$ cat src/rtl/alu_pkg.sv
// rtl/alu_pkg.sv - opcodes, flag indices and opcode legality for alu_pipe (honours ALU_PIPE_SHIFT_EN)
package alu_pkg;

    // Opcode encodings
    localparam logic [3:0] OP_AND  = 4'd0;
    localparam logic [3:0] OP_NAND = 4'd1;
    localparam logic [3:0] OP_OR   = 4'd2;
    localparam logic [3:0] OP_XOR  = 4'd3;
    localparam logic [3:0] OP_NOR  = 4'd4;
    localparam logic [3:0] OP_XNOR = 4'd5;
    localparam logic [3:0] OP_ADD  = 4'd6;
    localparam logic [3:0] OP_SUB  = 4'd7;
    localparam logic [3:0] OP_SLL  = 4'd8;
    localparam logic [3:0] OP_SRL  = 4'd9;
    localparam logic [3:0] OP_SRA  = 4'd10;

    // Bit positions inside the 4-bit flags bus {neg, ovf, carry, zero}
    localparam int FLG_Z = 0;
    localparam int FLG_C = 1;
    localparam int FLG_V = 2;
    localparam int FLG_N = 3;

    localparam int FLAG_W = 4;

    // Shifts only become legal opcodes when the shifter is built in
    function automatic logic is_legal_op(input logic [3:0] op);
`ifdef ALU_PIPE_SHIFT_EN
        return (op <= OP_SRA);
`else
        return (op <= OP_SUB);
`endif
    endfunction

endpackage

$ cat src/rtl/alu_core.sv
// rtl/alu_core.sv - combinational ALU datapath: a/b/op to result/flags/err; shifter built only with ALU_PIPE_SHIFT_EN
module alu_core
    import alu_pkg::*;
#(
    parameter int WIDTH = 8
) (
    input  logic [WIDTH-1:0]  a_i,
    input  logic [WIDTH-1:0]  b_i,
    input  logic [3:0]        op_i,
    output logic [WIDTH-1:0]  result_o,
    output logic [FLAG_W-1:0] flags_o,
    output logic              err_o
);

    // One extra bit on the adders exposes carry-out and borrow directly
    logic [WIDTH:0]   sum_ext;
    logic [WIDTH:0]   diff_ext;
    logic             add_ovf;
    logic             sub_ovf;

    assign sum_ext  = {1'b0, a_i} + {1'b0, b_i};
    assign diff_ext = {1'b0, a_i} - {1'b0, b_i};

    // Signed overflow: like-signed operands giving a differently-signed sum,
    // or unlike-signed operands whose difference takes the sign of b
    assign add_ovf = (a_i[WIDTH-1] == b_i[WIDTH-1]) && (sum_ext[WIDTH-1]  != a_i[WIDTH-1]);
    assign sub_ovf = (a_i[WIDTH-1] != b_i[WIDTH-1]) && (diff_ext[WIDTH-1] != a_i[WIDTH-1]);

`ifdef ALU_PIPE_SHIFT_EN
    localparam int SHW = (WIDTH > 1) ? $clog2(WIDTH) : 1;

    logic [SHW-1:0]   shamt;
    logic [WIDTH-1:0] sll_res;
    logic [WIDTH-1:0] srl_res;
    logic [WIDTH-1:0] sra_res;

    assign shamt   = b_i[SHW-1:0];
    assign sll_res = a_i << shamt;
    assign srl_res = a_i >> shamt;
    assign sra_res = $unsigned($signed(a_i) >>> shamt);
`endif

    logic [WIDTH-1:0] res;
    logic             carry;
    logic             ovf;
    logic             illegal;

    // Opcode decode; illegal opcodes fall through to a zero result with err set
    always_comb begin
        res     = '0;
        carry   = 1'b0;
        ovf     = 1'b0;
        illegal = 1'b0;
        case (op_i)
            OP_AND:  res = a_i & b_i;
            OP_NAND: res = ~(a_i & b_i);
            OP_OR:   res = a_i | b_i;
            OP_XOR:  res = a_i ^ b_i;
            OP_NOR:  res = ~(a_i | b_i);
            OP_XNOR: res = ~(a_i ^ b_i);
            OP_ADD: begin
                res   = sum_ext[WIDTH-1:0];
                carry = sum_ext[WIDTH];
                ovf   = add_ovf;
            end
            OP_SUB: begin
                res   = diff_ext[WIDTH-1:0];
                carry = diff_ext[WIDTH];
                ovf   = sub_ovf;
            end
`ifdef ALU_PIPE_SHIFT_EN
            OP_SLL:  res = sll_res;
            OP_SRL:  res = srl_res;
            OP_SRA:  res = sra_res;
`endif
            default: illegal = 1'b1;
        endcase
    end

    // Flags follow the final result, so an illegal op naturally reports zero only
    always_comb begin
        flags_o        = '0;
        flags_o[FLG_Z] = (res == '0);
        flags_o[FLG_C] = carry;
        flags_o[FLG_V] = ovf;
        flags_o[FLG_N] = res[WIDTH-1];
    end

    assign result_o = res;
    assign err_o    = illegal;

endmodule

$ cat src/rtl/alu_pipe.sv
// rtl/alu_pipe.sv - two-stage valid/ready pipelined ALU top; optional shifts via ALU_PIPE_SHIFT_EN
module alu_pipe
    import alu_pkg::*;
#(
    parameter int WIDTH = 8
) (
    input  logic             clk,
    input  logic             rst,
    input  logic             in_valid,
    output logic             in_ready,
    input  logic [WIDTH-1:0] a,
    input  logic [WIDTH-1:0] b,
    input  logic [3:0]       op,
    output logic             out_valid,
    input  logic             out_ready,
    output logic [WIDTH-1:0] result,
    output logic [3:0]       flags,
    output logic             err
);

    // Stage 1: captured operands
    logic             s1_valid_q;
    logic [WIDTH-1:0] s1_a_q;
    logic [WIDTH-1:0] s1_b_q;
    logic [3:0]       s1_op_q;

    // Stage 2: registered outputs
    logic             out_valid_q;
    logic [WIDTH-1:0] result_q;
    logic [3:0]       flags_q;
    logic             err_q;

    // Next-state values from the combinational core
    logic [WIDTH-1:0] result_d;
    logic [3:0]       flags_d;
    logic             err_d;

    logic             s2_adv;
    logic             s1_adv;

    // A stage may move when the stage downstream of it is empty or draining
    assign s2_adv   = !out_valid_q || out_ready;
    assign s1_adv   = !s1_valid_q || s2_adv;
    assign in_ready = s1_adv;

    alu_core #(
        .WIDTH (WIDTH)
    ) u_core (
        .a_i      (s1_a_q),
        .b_i      (s1_b_q),
        .op_i     (s1_op_q),
        .result_o (result_d),
        .flags_o  (flags_d),
        .err_o    (err_d)
    );

    // Stage 1 valid bit; reset discards whatever was captured
    always_ff @(posedge clk) begin
        if (rst) begin
            s1_valid_q <= 1'b0;
        end else if (s1_adv) begin
            s1_valid_q <= in_valid;
        end
    end

    // Stage 1 operands load only on an accepted transfer; the valid bit gates them
    always_ff @(posedge clk) begin
        if (!rst && s1_adv && in_valid) begin
            s1_a_q  <= a;
            s1_b_q  <= b;
            s1_op_q <= op;
        end
    end

    // Stage 2 valid bit and result registers; held stable while the consumer stalls
    always_ff @(posedge clk) begin
        if (rst) begin
            out_valid_q <= 1'b0;
            result_q    <= '0;
            flags_q     <= '0;
            err_q       <= 1'b0;
        end else if (s2_adv) begin
            out_valid_q <= s1_valid_q;
            if (s1_valid_q) begin
                result_q <= result_d;
                flags_q  <= flags_d;
                err_q    <= err_d;
            end
        end
    end

    assign out_valid = out_valid_q;
    assign result    = result_q;
    assign flags     = flags_q;
    assign err       = err_q;

endmodule

$ cat config.mk
export PLATFORM = sky130hd
export DESIGN_NAME = alu_pipe
export DESIGN_NICKNAME = d
export VERILOG_FILES = /design/src/rtl/alu_pkg.sv /design/src/rtl/alu_core.sv /design/src/rtl/alu_pipe.sv
export SDC_FILE = /design/constraint.sdc
export NUM_CORES = 1
export LEC_CHECK = 0
export CAP_MARGIN = 5
export CORE_MARGIN = 2
export CORE_UTILIZATION = 51
export CTS_CLUSTER_DIAMETER = 80
export CTS_CLUSTER_SIZE = 24
export DETAILED_ROUTE_END_ITERATION = 10
export HOLD_SLACK_MARGIN = 0.15
export PLACE_DENSITY = 0.72
export SLEW_MARGIN = 10
export SYNTH_ARGS = -nofsm -noshare
export SYNTH_HDL_FRONTEND = slang
export SYNTH_HIERARCHICAL = 1
export SYNTH_SLANG_ARGS = --single-unit
export TNS_END_PERCENT = 20
$ cat constraint.sdc
create_clock -name clk -period 4.3 [get_ports clk]
set_clock_uncertainty 0.1 [all_clocks]
set_input_delay 0.43 -clock clk [delete_from_list [all_inputs] [get_ports clk]]
set_output_delay 0.43 -clock clk [all_outputs]
set_load 0.01 [all_outputs]
==> results of run 1 <==
cells by family after synthesis:
kind of cell / share of synthesized area, %
AND/OR/NAND/NOR: 23.0
AO/OA/AOI/OAI: 16.6
buffers and inverters: 8.53
flip-flops: 31.0
adder cells (fa/ha/maj): 11.7
multiplexers: 7.02
XOR/XNOR: 2.11
state kept, by name, indices dropped and copies added (netlist names):
name and count:
s1_b_q 8, s1_valid_q 1, err 1, out_valid 1
result 8, s1_a_q 8, flags 4, s1_op_q 4
area by class of cell:
type	instances	area, um2	area share, %
Clock inverter	1	5.00	0.150
Timing Repair Buffer	40	395	11.9
Sequential cell	35	901	27.1
Tap cell	72	90.1	2.71
Multi-Input combinational cell	229	1760	52.7
Clock buffer	7	86.3	2.59
Inverter	25	96.3	2.89
worst max-delay path: stages (launching register included):
cell and delay (ns):
edfxtp_1 1.00, inv_4 0.08, or4_1 0.54, a32o_1 0.29, a221oi_2 0.31, o211ai_1 0.16, nor4_2 0.22, nand2b_1 0.07
mux2i_1 0.12
per-layer routing:
metal | wire, um | global-route usage (%)
met5 | 0 | 0
met2 | 2880 | 34.3
met3 | 325 | 4.07
met1 | 2810 | 28.0
met4 | 74 | 5.34
stage by stage:
| stage | cell area [um2] | util, % | power [uW] |
|---|---|---|---|
| 2_1_floorplan | 2900 | - | 523 |
| 3_3_place_gp | 3240 | 58.8 | 576 |
| 3_5_place_dp | 3240 | 58.8 | 578 |
| 4_1_cts | 3330 | 60.5 | 825 |
| 5_1_grt | 3330 | 60.5 | 863 |
| 6_report | 3330 | 60.5 | 820 |
power breakdown:
group / switching, uW / internal, uW / total, uW / leakage (uW)
sequential: 18.9 / 370 / 389 / 0.000310
combinational: 90.6 / 93.4 / 184 / 0.000956
clock: 118 / 129 / 248 / 0.0000482
cell usage after synthesis (all sizes together) (4+ instances only):
library cell | count | share of area, %
nand2b | 37 | 8.0
inv | 25 | 3.3
ha | 24 | 10
edfxtp | 20 | 21
nor2 | 19 | 2.5
mux2i | 17 | 5.9
buf | 15 | 3.8
dfxtp | 15 | 10
a21oi | 13 | 2.2
clkbuf | 11 | 1.4
nand2 | 11 | 1.4
o21ai | 11 | 1.9
nor2b | 8 | 2.1
a211oi | 4 | 1.0
nor4 | 4 | 1.1
xnor2 | 4 | 1.2
path summary, 6_finish.rpt:
path	from	to	slack, ns	cells past startpoint
max	s1_op_q[2]	flags[0]	1.32	8
min	flags[3]	flags[3]	0.37	2
max reg2reg	s1_op_q[2]	flags[0]	1.32	8
min reg2reg	flags[3]	flags[3]	0.37	2
==> results by group, run 1 <==
Status
  • Status: completed

Setup path
  • Crit Path Max Fanout: 29
  • CP Class: flip-flop to flip-flop
  • Startpoint types: flip-flop
  • Required time of the critical path: 4.42 ns
  • Arr. time, crit path: ~3.1 ns
  • CP Capture Type: flip-flop

Synth
  • Synthesized area: a little under 3000 um2
  • Synth Instances: about 320
  • Post-synth EDFFs: 20
  • Post-synthesis cell type count: 67
  • Seq/Total Area, Yosys: a little under a third
  • Ys async rst share: 0%
  • Syn nets: around 370
  • Synth Register Bits: 35
  • Yosys Warn Count: 6
  • Ys flop type: edfxtp_1
  • Syn avg cell area: a little over 9 um2

Global routing
  • Vias in the first global route: between 2000 and 2500
  • First-pass GRT wire length: 10.4 mm
  • Initial antenna violation count: 0
  • Global route overflow: 0
  • Gr usage total: 20.8%
  • Largest net degree at the start of global routing: 35

Final layout
  • Fillers: just under 500
  • Finished Layout Cells: 409
  • Nets@finish: between 300 and 400
  • Most frequent cells in the layout: clkdlybuf4s50_1, nand2b_1, inv_1, ha_1, edfxtp_1
  • Antenna cells: 0
  • Most common cell after layout, fill and taps aside: clkdlybuf4s50_1
  • Synth-to-layout area growth: 14.6%
  • Layout cells sized above 1: under 10%

Pwr
  • LEAKAGE: 0.00131 uW
  • Max rail drop VDD: 0.161 mV
  • Pwr dens: approximately 250 nW/um2

Detailed routing
  • Pre-Repair DR Iteration Count: 6
  • Detailed-route via count: 2355
  • Via-to-Cell Ratio: 5.76
  • Post-DRT Antenna Nets: 0
  • Post-route DRC: 0
  • DRT iter0 DRCs: between 150 and 200
  • Post-Route WL: 6.09 mm
  • Post-DR wirelength/cell: roughly 15 um

Clock tree
  • CTS buffer count: 5
  • # H-tree levels: 2
  • Clock Pin Slew Worst Setup and Hold Paths: ~0.070 ns
  • CTS tree: yes
  • Hold buffer count at cts: 0
  • Maximum clock insertion buffer count: 2
  • Total setup buffers inserted after CTS: 0
  • Clk sinks: 35
  • Post-CTS sizing: 0
  • Root buffer cell: clkbuf_8
  • Worst-Skew Late Latency: 0.29 ns

Timing
  • Tcrit/Tclk final: about 69%
  • Worst slew pin tran: 0.995 ns
  • Worst hold slack: about 0.37 ns
  • Final setup TNS: 0 ns
  • Pins Over Slew Limit: 0
  • Rel. slew slack: between 30% and 40%
  • Fin. Hold Viols: 0
  • Tmin final: between 2 and 3 ns
  • Final setup viols: 0
  • Setup WS post-layout: around 1.3 ns
  • RSZ-0062 raised after global routing: no
  • F_max: approximately 0.34 GHz

Floorplan
  • DIE WIDTH: between 70 and 80 um
  • DIE AREA: 6310 um2
  • Chip Height: a little under 80 um
  • Initial Util: between 50% and 60%
  • # IOs: 39
  • Std cell rows: 27
  • Core footprint: 5510 um2

Placed design
  • Post-Place Cells: approximately 400
  • Port bufs: 38
  • DP Worst Slack: roughly 1.4 ns
  • HPWL Detailed: around 4.4 mm
  • RD Place Congestion: 0.855

Hold path
  • Hold WC Path Type: flip-flop to flip-flop

Flow run
  • Max-cap violations: 0
Power figures use the tool's default switching activity.
==> inputs of run 2 (changes only) <==
Clock period 4.3 ns to 3.05 ns, I/O delays scaled along.
==> run 2 against run 1 <==
Compared with the run above:
- final area increased by 2.7%
- maximum frequency grew 5.2%
- worst hold slack lost 0.0014 ns
- count of clock-buffer cells in the layout fell by 1
- largest power group unchanged
==> results by group, run 2 (synthesis results as in run 1) <==
Status
  • Status: completed

Flow run
  • Max-cap violations: 0 (unchanged)

Timing
  • RSZ-0062 raised after global routing: no
  • Worst hold slack: 0.371 ns (-0.00141 ns)
  • F_max: 0.353 GHz (+5.2%)
  • Tcrit/Tclk final: 92.8% (+24 points)
  • Pins Over Slew Limit: 0 (unchanged)
  • Rel. slew slack: 44.4% (+11 points)
  • Worst slew pin tran: 0.830 ns (-0.165 ns)
  • Final setup viols: 0 (unchanged)
  • Fin. Hold Viols: 0 (unchanged)
  • Tmin final: 2.83 ns (-0.148 ns)
  • Final setup TNS: 0 ns (unchanged)

Pwr
  • Max rail drop VDD: 0.297 mV (+85%)
  • Switch Pwr: 322 uW (+41%)
  • P_int: 818 uW (+38%)
  • Pwr dens: 333 nW/um2 (+35%)
  • Clock Power Share: 28.1% (-2.1 points)
  • Logic gate share of total power: 24.6% (+2.2 points)
  • Flop pwr share: 47.3% (about the same)
  • LEAKAGE: 0.00136 uW (+3.7%)
  • Sw Ratio: 28.2% (+0.45 points)

Global routing
  • Gr usage total: 21.0% (+0.13 points)
  • Global route overflow: 0 (unchanged)
  • Vias in the first global route: 2193 (-0.32%)
  • Initial antenna violation count: 0 (unchanged)
  • Largest net degree at the start of global routing: 30 (-14%)
  • First-pass GRT wire length: 10.3 mm (-1.5%)

Detailed routing
  • Post-DRT Antenna Nets: 0 (unchanged)
  • Post-DR wirelength/cell: 14.8 um (-0.46%)
  • Post-Route WL: 6.22 mm (+2.2%)
  • Post-route DRC: 0 (unchanged)
  • Detailed-route via count: 2395 (+1.7%)
  • DRT iter0 DRCs: 141 (-19%)
  • Via-to-Cell Ratio: 5.70 (-0.97%)
  • Pre-Repair DR Iteration Count: 5 (-1)

Floorplan
  • Initial Util: 52.7% (unchanged)
  • # IOs: 39 (unchanged)
  • DIE WIDTH: 79.5 um (unchanged)
  • Core footprint: 5510 um2 (unchanged)
  • Chip Height: 79.5 um (unchanged)
  • DIE AREA: 6310 um2 (unchanged)
  • Std cell rows: 27 (unchanged)

Final layout
  • Most frequent cells in the layout: clkdlybuf4s50_1, nand2b_1, inv_1
  • Most common cell after layout, fill and taps aside: clkdlybuf4s50_1
  • Nets@finish: 397 (+2.8%)
  • Layout cells sized above 1: 9.20% (+3.0 points)
  • Multi-input gate area: 1760 um2 (+0.43%)
  • Post-route cell area: 3420 um2 (+2.7%)
  • Finished Layout Cells: 420 (+2.7%)
  • Antenna cells: 0 (unchanged)
  • Sequential standard cell area: 901 um2 (unchanged)
  • Fillers: 492 (unchanged)
  • Synth-to-layout area growth: 17.8%

Clock tree
  • CTS tree: yes
  • Worst-Skew Late Latency: 0.29 ns (about the same)
  • Clock Pin Slew Worst Setup and Hold Paths: 0.07 ns (about the same)
  • # H-tree levels: 2 (unchanged)
  • Maximum clock insertion buffer count: 2 (unchanged)
  • CTS buffer count: 5 (unchanged)
  • Root buffer cell: clkbuf_8
  • Clk sinks: 35 (unchanged)

Placed design
  • Post-Place Cells: 412 (+2.7%)
  • RD Place Congestion: 0.850 (-0.62%)
  • HPWL Detailed: 4.59 mm (+3.6%)
  • Cell Area, Placed: 3330 um2 (+2.9%)
  • Port bufs: 38 (unchanged)

Setup path
  • CP Class: flip-flop to flip-flop
  • Crit Path Max Fanout: 3 (-90%)
  • Required time of the critical path: 3.18 ns (-1.24 ns)
  • Arr. time, crit path: 2.96 ns (-0.14 ns)
  • CP Capture Type: flip-flop
  • Startpoint types: flip-flop

Hold path
  • Hold WC Path Type: flip-flop to flip-flop
==> run 2: area by class of cell <==
cell class / count / share of cell area [%]
clock buffers: 6 / 2.12
inverters: 25 / 2.82
clock inverters: 2 / 0.219
well taps: 72 / 2.63
multi-input cells: 229 / 51.5
flip-flops and latches: 35 / 26.3
repair buffers: 51 / 14.3
==> run 2: per-layer routing <==
metal  global-route usage [%]  part of all wire [%]  up-vias  routed length [um]
met3                     3.62                   6.2       10                 385
li1                         -                     -     1187                   -
met1                     27.4                    45     1106                2780
met2                     34.5                    48       92                2960
met5                        0                     0        -                   0
met4                     8.28                   1.6        0                 102
==> run 2: power groups by stage <==
stage                     clock [uW]  sequential (uW)  combinational [uW]
final                            320              539                 281
after CTS                        333              539                 277
after floorplan                    0              546                 191
after global routing             347              542                 307
after global placement             0              548                 273
after detailed placement           0              550                 275
==> run 2: per-stage QoR <==
stage / setup WS (ns) / utilization (%) / total power (uW)
2_1_floorplan: 0.446 / - / 737
3_3_place_gp: 0.273 / 60.5 / 821
3_5_place_dp: 0.242 / 60.5 / 825
4_1_cts: 0.213 / 62.0 / 1150
5_1_grt: 0.0389 / 62.1 / 1200
6_report: 0.220 / 62.1 / 1140
==> run 2: critical path, stage by stage, from the launching register on <==
cell and delay [ns]:
edfxtp_1 0.36, inv_1 0.07, ha_1 0.23, fa_1 0.42
nor3_1 0.26, nor4_1 0.09, or2_1 0.26, a21bo_2 0.22
a211o_1 0.29, nor4_2 0.27, nand2b_1 0.08, mux2i_1 0.11
==> run 2: repair_timing <==
item | CTS | global route
hold buffers | 0 | 0
endpoints found under the setup margin | 0 | 1
gates resized for setup | 0 | 2
buffers inserted | 0 | 0
==> run 2: worst paths after layout <==
check,from,end,slack (ns),cells past startpoint
worst min-delay path,result[2],result[2],0.37,2
worst max-delay path,s1_a_q[0],flags[0],0.22,11
worst max register to register,s1_a_q[0],flags[0],0.22,11
worst min register to register,result[2],result[2],0.37,2
